==> src/rtl/spi_master_write_if.sv <==
// spi_master_write_if: request and serial-bus signals of the SPI register-write master.
interface spi_master_write_if;
  logic       req;
  logic [7:0] addr;
  logic [7:0] wdata;
  logic       ready;
  logic       done;
  logic       cs;
  logic       sclk;
  logic       sdata;
  modport master (input req, addr, wdata, output ready, done, cs, sclk, sdata);
  modport slave  (output req, addr, wdata, input ready, done, cs, sclk, sdata);
endinterface

==> src/rtl/spi_master_write.sv <==
// spi_master_write: serializes one {addr,wdata} word per request as an SPI write frame.
module spi_master_write #(
  parameter int HALF = 4
) (
  input logic clk,
  input logic rst,
  spi_master_write_if.master bus
);
  localparam logic [1:0] IDLE  = 2'd0;
  localparam logic [1:0] SHIFT = 2'd1;
  localparam logic [1:0] HOLD  = 2'd2;
  localparam logic [1:0] GAP   = 2'd3;
  localparam logic [7:0] LAST  = 8'(HALF - 1);
  logic [1:0]  state;
  logic [7:0]  phase;
  logic [3:0]  bit_cnt;
  logic [15:0] sr;
  logic        ready, done, cs, sclk;
  logic        phase_end;
  assign phase_end = phase == LAST;
  // sdata comes straight from the shift register's MSB flop, which is cleared outside a frame
  assign bus.ready = ready;
  assign bus.done  = done;
  assign bus.cs    = cs;
  assign bus.sclk  = sclk;
  assign bus.sdata = sr[15];
  always_ff @(posedge clk) begin
    if (rst) begin
      state   <= IDLE;
      phase   <= '0;
      bit_cnt <= '0;
      sr      <= '0;
      ready   <= 1'b1;
      done    <= 1'b0;
      cs      <= 1'b1;
      sclk    <= 1'b0;
    end else begin
      done <= 1'b0;
      case (state)
        IDLE: if (bus.req) begin
          state   <= SHIFT;
          sr      <= {bus.addr, bus.wdata};
          bit_cnt <= 4'd15;
          phase   <= '0;
          cs      <= 1'b0;
          ready   <= 1'b0;
        end
        SHIFT: if (!phase_end) phase <= phase + 8'd1;
        else begin
          phase <= '0;
          sclk  <= ~sclk;
          // end of a high phase: either advance to the next bit or finish with bit 0 held
          if (sclk && bit_cnt == 4'd0) state <= HOLD;
          else if (sclk) begin
            bit_cnt <= bit_cnt - 4'd1;
            sr      <= {sr[14:0], 1'b0};
          end
        end
        HOLD: if (!phase_end) phase <= phase + 8'd1;
        else begin
          phase <= '0;
          state <= GAP;
          cs    <= 1'b1;
          sr    <= '0;
        end
        GAP: if (!phase_end) phase <= phase + 8'd1;
        else begin
          phase <= '0;
          state <= IDLE;
          done  <= 1'b1;
          ready <= 1'b1;
        end
      endcase
    end
  end
endmodule

==> src/flat_wrapper.sv <==
// flat-port wrapper written by rule: the top's interface ports become plain ports
module spi_master_write_flat 
#(
  parameter int HALF = 4
)
  (clk, rst, bus_req, bus_addr, bus_wdata, bus_ready, bus_done, bus_cs, bus_sclk, bus_sdata);
  spi_master_write_if bus_i ();
  input logic clk;
  input logic rst;
  input wire logic [$bits(bus_i.req)-1:0] bus_req;
  input wire logic [$bits(bus_i.addr)-1:0] bus_addr;
  input wire logic [$bits(bus_i.wdata)-1:0] bus_wdata;
  output wire logic [$bits(bus_i.ready)-1:0] bus_ready;
  output wire logic [$bits(bus_i.done)-1:0] bus_done;
  output wire logic [$bits(bus_i.cs)-1:0] bus_cs;
  output wire logic [$bits(bus_i.sclk)-1:0] bus_sclk;
  output wire logic [$bits(bus_i.sdata)-1:0] bus_sdata;
  assign bus_i.req = bus_req;
  assign bus_i.addr = bus_addr;
  assign bus_i.wdata = bus_wdata;
  assign bus_ready = bus_i.ready;
  assign bus_done = bus_i.done;
  assign bus_cs = bus_i.cs;
  assign bus_sclk = bus_i.sclk;
  assign bus_sdata = bus_i.sdata;
  spi_master_write #(.HALF(HALF)) u_core (.clk(clk), .rst(rst), .bus(bus_i));
endmodule
==> config.mk <==
export PLATFORM = sky130hd
export DESIGN_NAME = spi_master_write_flat
export DESIGN_NICKNAME = d
export VERILOG_FILES = /design/src/rtl/spi_master_write_if.sv /design/src/rtl/spi_master_write.sv /design/src/flat_wrapper.sv
export SDC_FILE = /design/constraint.sdc
export NUM_CORES = 1
export LEC_CHECK = 0
export CORE_MARGIN = 4
export CORE_UTILIZATION = 45
export CTS_CLUSTER_DIAMETER = 50
export DETAILED_ROUTE_END_ITERATION = 10
export PLACE_DENSITY = 0.68
export SLEW_MARGIN = 25
export SYNTH_ARGS = -nofsm -noshare
export SYNTH_HDL_FRONTEND = slang
export SYNTH_SLANG_ARGS = --single-unit
==> constraint.sdc <==
create_clock -name clk -period 1.9 [get_ports clk]
set_input_delay 0.38 -clock clk [delete_from_list [all_inputs] [get_ports clk]]
set_output_delay 0.38 -clock clk [all_outputs]
set_load 0.005 [all_outputs]
==> results of run 1 <==
per-stage QoR:
step / setup WS [ps] / total power (µW)
4_1_cts: 2.207 / 3646
5_1_grt: 1.681 / 3942
3_3_place_gp: -12.00 / 3099
3_5_place_dp: -47.24 / 3124
2_1_floorplan: 95.13 / 2851
6_report: 111.3 / 3646
synth_stat cells (2+ instances only):
| cell type | instances |
|---|---|
| and3_1 | 5 |
| dlygate4sd1_1 | 2 |
| a22oi_1 | 3 |
| clkbuf_8 | 6 |
| nor2_1 | 8 |
| clkbuf_1 | 3 |
| nand3_1 | 18 |
| a311oi_1 | 10 |
| nor3b_1 | 2 |
| o21ai_0 | 3 |
| or2b_2 | 5 |
| a31oi_1 | 2 |
| mux2i_1 | 3 |
| o311a_1 | 2 |
| a311oi_2 | 8 |
| buf_6 | 4 |
| inv_1 | 7 |
| dfxtp_1 | 34 |
| ha_1 | 8 |
| a21oi_1 | 23 |
| nor3_1 | 5 |
| o21bai_1 | 3 |
| nand2b_1 | 17 |
| nand2_1 | 3 |
sequential cells by signal (all words and copies together), names as in the netlist:
register / count
u_core.bit_cnt: 4
u_core.bus.cs: 1
u_core.state: 2
u_core.bus.done: 1
u_core.bus.sclk: 1
u_core.bus.ready: 1
u_core.phase: 8
u_core.sr: 16
worst max-delay path: stages, from the launching register on:
cell and delay [ps]:
dfxtp_1 360, ha_1 180, nor2b_2 230, nand3_4 160, a21oi_4 200, buf_4 200, a21oi_1 100, a311oi_2 250
area by class of cell:
class | count | area, µm²
flip-flops and latches | 34 | 681.9
fillers | 390 | 1827
clock buffers | 7 | 76.32
well taps | 50 | 62.56
inverters | 7 | 26.28
repair buffers | 36 | 360.3
multi-input cells | 146 | 1110
layer usage:
metal	GRT usage [%]	up-vias
li1	-	801
met1	19.98	744
met2	24.39	30
met3	4.054	6
met4	6.522	0
met5	0	-
kinds of logic (layout without fill, tap and decap cells):
family                   Yosys count  count (layout)  synth area share [%]
AND/OR/NAND/NOR                   71              71                 21.88
AO/OA/AOI/OAI                     63              63                 26.52
multiplexers                       3               3                 1.505
adder cells (fa/ha/maj)            8               8                 5.016
flip-flops                        34              34                 34.11
buffers and inverters             24              50                 10.53
XOR/XNOR                           1               1                0.4390
path summary, 6_finish.rpt:
path	end	slack (ps)	cells after the start
setup reg to reg	u_core.sr[6]	110	7
hold / removal	u_core.sr[0]	480	2
hold reg to reg	u_core.sr[0]	480	2
setup / recovery	u_core.sr[6]	110	7
power groups by stage:
| stage | Sequential [µW] | Combinational (µW) | Clock (µW) |
|---|---|---|---|
| finish | 1160 | 1980 | 508 |
| floorplan | 1130 | 1730 | 0 |
| CTS | 1160 | 1970 | 521 |
| global route | 1200 | 2190 | 549 |
| global placement | 1160 | 1940 | 0 |
| detailed placement | 1160 | 1960 | 0 |
timing repair:
action,CTS,global route
endpoints found under the setup margin,0,21
gates resized for setup,0,5
buffers inserted,0,0
==> impl_metrics.ini, run 1 <==
[global_routing]
grt_pass1_vias = 1539
overflow = 0
grt_use_total_pct = 15.47
grt_pass1_wl_um = 6693
antenna_found_initial = 0
grt_max_degree = 38

[cells_and_area]
final_common_cell = dfxtp_1
final_util_pct = 55.92
design_area_um2 = 2317
antennaDiodeCount = 0
syn_to_final_growth_pct = 16.11
layoutNonFillerInstCount = 280
drive_above_1_share_pct = 20.00
fin_nets = 257
final_cell_mix = dfxtp_1, a21oi_1, clkdlybuf4s50_1, nand3_1, nand2b_1

[placement]
post-place-cells = 273
placed_cell_area_um2 = 2227
port_buffers = 23
dp_hpwl_um = 2699
finalWeightedCongestion = 0.7497

[floorplan]
rows = 23
die_x_um = 74.60
io_pins = 24
die-area_um2 = 5564
coreArea_um2 = 4144
initial_utilization_pct = 48.16
die_y_um = 74.60

[sta]
setup_viol = 0
relSlewSlack_pct = 79.96
hold_viol = 0
period_share_pct = 94.14
clock-skew-final_ps = 8.100
tightest_slew_ps = 298.0
fin_crit_ps = 1789
tns_ps = 0
timing.fmax_mhz = 559.1
whs_ps = 484.4
maxSlewViolCount = 0
rsz0062_at_grt = false

[hold_path]
min_from = u_core.sr[0]
hold_path_class = register to register

[power]
swShare_pct = 40.74
pwr-share-seq_pct = 31.8
power_switching_uw = 1485
p_leak_uw = 0.0008489
peakVddDrop_v = 0.0009198
pwr-share-comb_pct = 54.3
p_int_uw = 2160
powerDensity_nw_per_um2 = 1573
power.share.clock_pct = 13.9

[setup_path]
cp_data_required_time_ps = 2090
critPathLaunch = u_core.phase[0]
start_kind = register
endpoint_kind = register
crit_type = register to register
cp_data_arrival_time_ps = 1980
cp_max_fo = 11
r2r_start = u_core.phase[0]

[logic_synthesis]
ys.flop_type = dfxtp_1
synthCells = 204
synth_cell_types = 44
yosysWarnings = 0
ys_seq_area_share_pct = 34.11
syn_avg_cell_area_um2 = 9.783
yosys.area.top_type = dfxtp_1
synth_seq_cells = 34
syn_nets = 231
synthTopCellsByArea = dfxtp_1, a311oi_2, a21oi_1
syn-cell-area_um2 = 1996
synth_top_area_share_pct = 34.11
synth-edff-count = 0
async_flop_share_pct = 0

[detailed_routing]
routed.top_layer = met4
wl_met2_um = 1825
first_iter_violations = 181
wl_met1_um = 1868
wl_um = 3915
final_antenna_net_count = 0
dr_wl_met3_um = 166
vias = 1581
drt-wirelength-per-cell_um = 13.98
via_per_inst = 5.646
first_pass_iters = 4
drc = 0

[cts]
clk_path_buf_depth = 2
root_buffer = clkbuf_8
cts_tree = done
cts_inserted_buffers = 5
hold_buffers = 0
cts_htree_levels = 2
path_clk_slew_ps = 70
clock_latency_ps = 290
cts_sinks = 34

[status]
status = complete, no violations

[flow_run]
maxCapViolCount = 0
Note: power is estimated with default switching activity, not from simulation.
==> run 2: changes to the inputs <==
--- a/config.mk
+++ b/config.mk
@@ -9,7 +9,7 @@
 export CORE_UTILIZATION = 45
 export CTS_CLUSTER_DIAMETER = 50
 export DETAILED_ROUTE_END_ITERATION = 10
-export PLACE_DENSITY = 0.68
+export PLACE_DENSITY = 0.66
 export SLEW_MARGIN = 25
 export SYNTH_ARGS = -nofsm -noshare
 export SYNTH_HDL_FRONTEND = slang
==> constraint.sdc (replaced) <==
create_clock -name clk -period 1.95 [get_ports clk]
set_input_delay 0.39 -clock clk [delete_from_list [all_inputs] [get_ports clk]]
set_output_delay 0.39 -clock clk [all_outputs]
set_load 0.005 [all_outputs]
==> run 2 against run 1 <==
- sequential power is essentially flat
- clock skew fell by 4.6 ps
- routed wire length decreased by 1.7%
- via count is 0.57% lower
==> impl_metrics.ini, run 2 (synthesis gave the netlist of run 1 again) <==
[status]
status = complete, no violations

[power]
p_leak_uw = 0.0008459
peakVddDrop_v = 0.0007080
power.share.clock_pct = 14.9
p_int_uw = 2135
pwr-share-seq_pct = 31.7
swShare_pct = 40.27
powerDensity_nw_per_um2 = 1547
power_switching_uw = 1439
pwr-share-comb_pct = 53.4

[global_routing]
grt_max_degree = 38
antenna_found_initial = 0
grt_use_total_pct = 15.29
grt_pass1_vias = 1490
grt_pass1_wl_um = 6658
overflow = 0

[cells_and_area]
largest_reg_flops = 16
reg_top3 = u_core.sr x16, u_core.phase x8, u_core.bit_cnt x4
final_common_cell = dfxtp_1
largest-register = u_core.sr
antennaDiodeCount = 0
fin_nets = 254
syn_to_final_growth_pct = 15.80
fillCellCount = 396
multi_input_area_um2 = 1107
final_util_pct = 55.77
final_cell_mix = dfxtp_1, a21oi_1, clkdlybuf4s50_1, nand3_1, nand2b_1
seq_area_um2 = 680.7
drive_above_1_share_pct = 18.86

[floorplan]
die_y_um = 74.60
die_x_um = 74.60
io_pins = 24
coreArea_um2 = 4144
die-area_um2 = 5564
initial_utilization_pct = 48.16
rows = 23

[setup_path]
cp_data_arrival_time_ps = 1950
cp_max_fo = 16
critPathLaunch = u_core.bit_cnt[0]
r2r_start = u_core.bit_cnt[0]
endpoint_kind = register
start_kind = register
cpMaxStageDelayCell = dfxtp_1
worstPathCellList = inv_1 -> ha_1 -> or3b_4 -> nand3_2 -> o22ai_4 -> and2_4 -> a311oi_2
cp_data_required_time_ps = 2100
cp_slowest_stage_delay_ps = 390
crit_type = register to register

[sta]
relSlewSlack_pct = 75.14
rsz0062_at_grt = false
setup_viol = 0
worst_slack_ps = 150.5
hold_viol = 0
clock-skew-final_ps = 3.457
timing.fmax_mhz = 555.7
fin_crit_ps = 1799
tns_ps = 0
period_share_pct = 92.28
tightest_slew_ps = 370.1
maxSlewViolCount = 0

[detailed_routing]
via_per_inst = 5.655
final_antenna_net_count = 0
drc = 0
first_pass_iters = 6
vias = 1572
wl_um = 3848
first_iter_violations = 49
drt-wirelength-per-cell_um = 13.84

[cts]
root_buffer = clkbuf_8
path_clk_slew_ps = 70
cts_htree_levels = 2
cts_sinks = 34
hold_buffers = 0
cts_tree = done
clk_path_buf_depth = 2
cts_inserted_buffers = 5
clock_latency_ps = 290

[placement]
dp_hpwl_um = 2681
port_buffers = 23
finalWeightedCongestion = 0.7878
pre_cts_ws_ps = -21.68

[hold_path]
hold_path_class = register to register
min_from = u_core.sr[0]

[flow_run]
maxCapViolCount = 0
==> run 2: worst paths after layout <==
kind                                     end  slack (ps)  cells past startpoint
worst min-delay path            u_core.sr[0]         480                      2
worst max register to register  u_core.sr[8]         150                      7
worst min register to register  u_core.sr[0]         480                      2
worst max-delay path            u_core.sr[8]         150                      7
==> run 2: timing repair <==
item                       CTS  global route
setup endpoints to repair    0            19
hold endpoints to repair     0             0
setup buffers                0             0
resized for setup            0             1
==> run 2: layout make-up <==
cell class | instances | area share (%)
inverters | 7 | 1.137
repair buffers | 33 | 14.83
multi-input cells | 146 | 47.92
flip-flops and latches | 34 | 29.45
clock buffers | 7 | 3.736
clock inverters | 1 | 0.2166
well taps | 50 | 2.707
==> run 2: worst max-delay path, delay by kind of cell, from the launching register on <==
family / cells / cell delay (ps)
compound gates: 2 / 320
simple gates: 3 / 680
fa+ha+maj: 1 / 190
buf+inv: 1 / 80
flops: 1 / 390
==> run 2: metrics by stage <==
step / power [µW] / hold slack (ps) / area, µm² / instances
4_1_cts: 3618 / 481.7 / 2308 / 278
6_report: 3574 / 479.5 / 2311 / 278
3_5_place_dp: 3073 / 474.7 / 2217 / 270
3_3_place_gp: 3039 / 470.1 / 2217 / 270
2_1_floorplan: 2778 / 450.3 / 1996 / 204
5_1_grt: 3881 / 504.9 / 2311 / 278
==> run 2: power by group through the flow <==
stage	combinational (µW)	sequential [µW]	clock, µW
2_1_floorplan	1680	1100	0
3_3_place_gp	1900	1140	0
3_5_place_dp	1940	1140	0
4_1_cts	1940	1130	553
5_1_grt	2140	1160	586
6_report	1910	1130	534
==> run 2: metal layers <==
layer  GRT usage [%]  wire length, µm  up-vias
met3           3.649              139        8
met1           19.15             1831      734
met4           6.522               80        0
li1                -                -      798
met2           25.07             1796       32
met5               0                0        -
